## config.mk

```make
export PLATFORM = sky130hd
export DESIGN_NAME = exception_handling
export DESIGN_NICKNAME = d
export VERILOG_FILES = /design/src/rtl/exception_handling_pkg.sv /design/src/rtl/exception_handling.sv
export SDC_FILE = /design/constraint.sdc
export NUM_CORES = 1
export LEC_CHECK = 0
export BUFFER_PORTS_ARGS = -buffer_cell sky130_fd_sc_hd__buf_2
export CORE_ASPECT_RATIO = 0.5
export CORE_MARGIN = 1
export CORE_UTILIZATION = 40
export DETAILED_ROUTE_END_ITERATION = 7
export PLACE_DENSITY = 0.73
export SETUP_SLACK_MARGIN = 0.05
export SKIP_LAST_GASP = 1
export SLEW_MARGIN = 15
export SYNTH_ARGS = -nofsm -noshare
export SYNTH_HDL_FRONTEND = slang
export SYNTH_SLANG_ARGS = --single-unit
```

## constraint.sdc

```tcl
create_clock -name clk -period 1.9 [get_ports clk]
set_clock_uncertainty 0.2 [all_clocks]
set_input_delay 0.19 -clock clk [delete_from_list [all_inputs] [get_ports clk]]
set_output_delay 0.19 -clock clk [all_outputs]
set_load 0.005 [all_outputs]
```

## src/rtl/exception_handling_pkg.sv

```systemverilog
// ---------------------------------------------------------------------------
// exception_handling_pkg
//   Shared CPU definitions: exception cause encodings, the default handler
//   vector and the exception FSM state type.
// ---------------------------------------------------------------------------
`default_nettype none

package exception_handling_pkg;

  // Exception cause encodings (11 is reserved and never produced)
  localparam logic [1:0] CAUSE_NONE       = 2'b00;
  localparam logic [1:0] CAUSE_ILLEGAL_OP = 2'b01;
  localparam logic [1:0] CAUSE_OVF        = 2'b10;

  // Fixed exception-handler entry point
  localparam logic [31:0] HANDLER_ADDR_DEFAULT = 32'h8000_0180;

  // Exception capture FSM
  typedef enum logic [0:0] {
    ST_IDLE = 1'b0,
    ST_PEND = 1'b1
  } exc_state_e;

endpackage : exception_handling_pkg

`default_nettype wire

```

## src/rtl/exception_handling.sv

```systemverilog
// ---------------------------------------------------------------------------
// exception_handling
//   Detects ALU overflow / illegal-opcode exceptions, raises a one-cycle
//   flush/redirect pulse, captures cause and faulting PC, and holds a
//   pending state until the control unit acknowledges.
// ---------------------------------------------------------------------------
`default_nettype none

module exception_handling
  import exception_handling_pkg::*;
#(
  parameter int                  PC_WIDTH     = 32,
  parameter logic [PC_WIDTH-1:0] HANDLER_ADDR = PC_WIDTH'(HANDLER_ADDR_DEFAULT)
) (
  input  logic                clk,
  input  logic                rst_n,
  input  logic                ovf,
  input  logic                opcode,
  input  logic [PC_WIDTH-1:0] pc_in,
  input  logic                exc_ack,
  output logic                exception_output,
  output logic                exc_pending,
  output logic [1:0]          exc_cause,
  output logic [PC_WIDTH-1:0] epc,
  output logic [PC_WIDTH-1:0] handler_pc
);

  exc_state_e          state_q, state_d;
  logic                pulse_q, pulse_d;
  logic [1:0]          cause_q, cause_d;
  logic [PC_WIDTH-1:0] epc_q,   epc_d;
  logic [1:0]          cause_sel;
  logic                flag;

  assign flag = ovf | opcode;

  // Priority cause encoder: an illegal opcode outranks an ALU overflow
  always_comb begin
    cause_sel = CAUSE_NONE;
    if (opcode) begin
      cause_sel = CAUSE_ILLEGAL_OP;
    end else if (ovf) begin
      cause_sel = CAUSE_OVF;
    end
  end

  // Next-state logic: capture when idle, or when an ack frees the slot on
  // the same edge a new exception arrives (ack first, then re-capture)
  always_comb begin
    state_d = state_q;
    pulse_d = 1'b0;
    cause_d = cause_q;
    epc_d   = epc_q;
    unique case (state_q)
      ST_IDLE: begin
        if (flag) begin
          state_d = ST_PEND;
          pulse_d = 1'b1;
          cause_d = cause_sel;
          epc_d   = pc_in;
        end
      end
      ST_PEND: begin
        if (exc_ack) begin
          if (flag) begin
            state_d = ST_PEND;
            pulse_d = 1'b1;
            cause_d = cause_sel;
            epc_d   = pc_in;
          end else begin
            state_d = ST_IDLE;
            cause_d = CAUSE_NONE;
          end
        end
      end
      default: begin
        state_d = ST_IDLE;
        cause_d = CAUSE_NONE;
      end
    endcase
  end

  // State and capture registers; reset aborts any pending exception at once
  always_ff @(posedge clk or negedge rst_n) begin
    if (!rst_n) begin
      state_q <= ST_IDLE;
      pulse_q <= 1'b0;
      cause_q <= CAUSE_NONE;
      epc_q   <= '0;
    end else begin
      state_q <= state_d;
      pulse_q <= pulse_d;
      cause_q <= cause_d;
      epc_q   <= epc_d;
    end
  end

  assign exception_output = pulse_q;
  assign exc_pending      = (state_q == ST_PEND);
  assign exc_cause        = cause_q;
  assign epc              = epc_q;
  assign handler_pc       = HANDLER_ADDR;

endmodule : exception_handling

`default_nettype wire

```

==> qor.txt <==
Netlist cell types - 14
GP Congestion - 0.7162
Endpoint type of the worst setup path - flip-flop
DR DRC count - 0
Ratio of cells with drive above 1 in the final layout - 0.4978
Max-slew headroom - 0.4724
Post-synthesis sequential area ratio - 0.5221
Post-layout nets - 265
TritonCTS clock tree - built
Worst-case reg-to-reg path depth - 4
HP Class - in -> reg
Die height - 48.44 um
Share of the synthesized area in the top cell type - 0.5221
Final number of max-transition violations - 0
Number of detailed-routing iterations run before antenna repair - 4
CP arrival - 1.74 ns
Initial antenna violation count - 0
Synthesized area - 1725 um^2
Setup CP Type - in -> reg
Synth area leader - dfrtp_1
Fmax - 564.9 MHz
Reg2reg setup slack - 0.21 ns
Grt total ovfl - 0
Hold Violations, Final - 0
Worst-path clk slew - 0.06 ns
CTS max path bufs - 2
Maxcap violations - 0
Row count - 16
Clk root buf - clkbuf_8
Routed vias - 1,200
Final Critical Period - 1.770 ns
Final core occ - 0.6169
Clk_lat worst skew - 0.28 ns
Core area - 4024 um^2
Detailed Route Iter0 Violations - 38
Die ar. - 4596 um^2
Global-route usage over all layers - 0.1887
Final setup fails - 0
Worst r2r src - exc_pending
Routed WL per cell - 13.92 um
HPWL Detailed - 2202 um
# IOs - 105
Synth-to-Final Area Change - 43.87%
Launch point of the worst path - ovf
Post-route ant nets - 0
Max rail drop VDD - 0.4321 mV
Syn Area/Cell - 14.87 um^2
Diodes inserted - 0
Post-DR vias/cell - 4.240
Routed wire length - 3939 um
Number of port buffers - 72
Most frequent CP cell - dlygate4sd3_1
Post-CTS sizing - 0
Cts hold-fix bufs - 36
Static leakage - 0.001305 uW
Dpl cell area - 2032 um^2
Post-CTS setup buffer count - 0
Die W - 94.88 um
Warnings, synthesis - 0
Min Hold Slack - 0.09413 ns
Final instance area - 2482 um^2
Initial cell density of the core - 0.4288
RR Endpoint - epc[20]
Post-Syn Instances - 116
Outcome - finished, final reports clean
Crit path cell chain - dlygate4sd3_1 -> buf_2 -> nor2_1 -> dlygate4sd3_1 -> nand2_1
Vias in the first global route - 1,207
Slew at the pin closest to its max-slew limit - 0.7914 ns
Pwr/cell area - 788.1 nW/um^2
Crit path max fanout - 3
H-Tree Depth - 2
Seq cells post-synth - 36
First-pass GRT wire length - 6285 um
Total Power - 1956 uW
Setup Total Neg Slack - 0 ns
CTS Buf Count - 5
Crit path to - exc_pending
Setup crit start kind - input port
WP data required - 1.87 ns
Slowest cell on the critical path - dlygate4sd3_1
Unrepaired setup endpoints after global routing - no
Worst path max stage delay - 0.59 ns
Synth top area cells - dfrtp_1 (52%), mux2_4 (25%), buf_4 (14%), buf_6 (2.0%), mux2_2 (2.0%)
Final period util - 0.9318
Fillers - 286
Clk sinks - 36
Pin count of the biggest net entering global routing - 37
[power breakdown]
part	switching (uW)	internal [uW]	total, uW
Combinational	176	298	473
Sequential	61.1	869	931
Clock	257	296	552
Total	494	1460	1960
[per-layer routing]
layer | vias up | wire [um] | track usage
met5 | - | 0 | 0
met4 | 0 | 99 | 0.08838
met3 | 8 | 152 | 0.03931
met2 | 51 | 2121 | 0.3333
met1 | 598 | 1565 | 0.2195
li1 | 543 | - | -
[area by class of cell]
cell class / count / area (um^2) / share of cell area
Multi-Input combinational cell: 75 / 663.1 / 0.2671
Clock buffer: 8 / 90.09 / 0.03629
Tap cell: 54 / 67.56 / 0.02722
Timing Repair Buffer: 110 / 760.7 / 0.3065
Sequential cell: 36 / 900.9 / 0.3629
[Yosys cell counts (all sizes together)]
master / number
nand2: 2
buf: 35
nor2b: 1
dfrtp: 36
or2b: 1
mux2: 32
o21ai: 2
nor2: 3
a22o: 1
conb: 2
nand3b: 1
[cells in the final DEF, fill, tap and decap left out]
cell type,Yosys,final
a22o_1,1,1
buf_12,0,2
buf_2,0,72
clkbuf_1,0,2
clkbuf_8,0,6
conb_1,2,32
dfrtp_1,36,36
dlygate4sd3_1,0,36
mux2_2,3,3
mux2_4,29,29
nand2_1,2,2
nand3b_1,1,1
nor2_1,2,2
nor2_4,1,1
nor2b_4,1,1
o21ai_0,2,2
or2b_1,1,1
[critical path: cells and delay by family]
family | cells | cell delay [ns]
and+or+nand+nor | 2 | 0.27
buffers and inverters | 3 | 1.28
[how the worst min path moves through the flow]
stage            start  slack [ns]     endpoint  cells past startpoint
3_5_place_dp     rst_n        0.12      epc[25]                      1
4_1_cts        exc_ack        0.07  exc_pending                      3
2_1_floorplan    rst_n       -0.31       epc[0]                      0
3_3_place_gp     rst_n        0.11      epc[27]                      1
5_1_grt        exc_ack        0.11  exc_pending                      3
6_report       exc_ack        0.09  exc_pending                      3
[per-stage QoR]
| stage | cells | setup slack (ns) |
|---|---|---|
| 5_1_grt | 283 | 0.1033 |
| 6_report | 283 | 0.1296 |
| 3_5_place_dp | 239 | 0.2078 |
| 4_1_cts | 283 | 0.1603 |
| 2_1_floorplan | 146 | 0.3761 |
| 3_3_place_gp | 239 | 0.2576 |
[kinds of logic after synthesis]
group           Yosys count  synth area share
flops                    36            0.5221
buf+inv                  35            0.1588
mux                      32            0.2719
simple gates              8           0.03191
compound gates            3           0.01088
other cells               2          0.004353
[registers in the layout, indices dropped and copies added, names as in the netlist]
signal	cells
exception_output	1
exc_pending	1
epc	32
exc_cause	2
No activity file was read; power rests on OpenSTA's default activity.
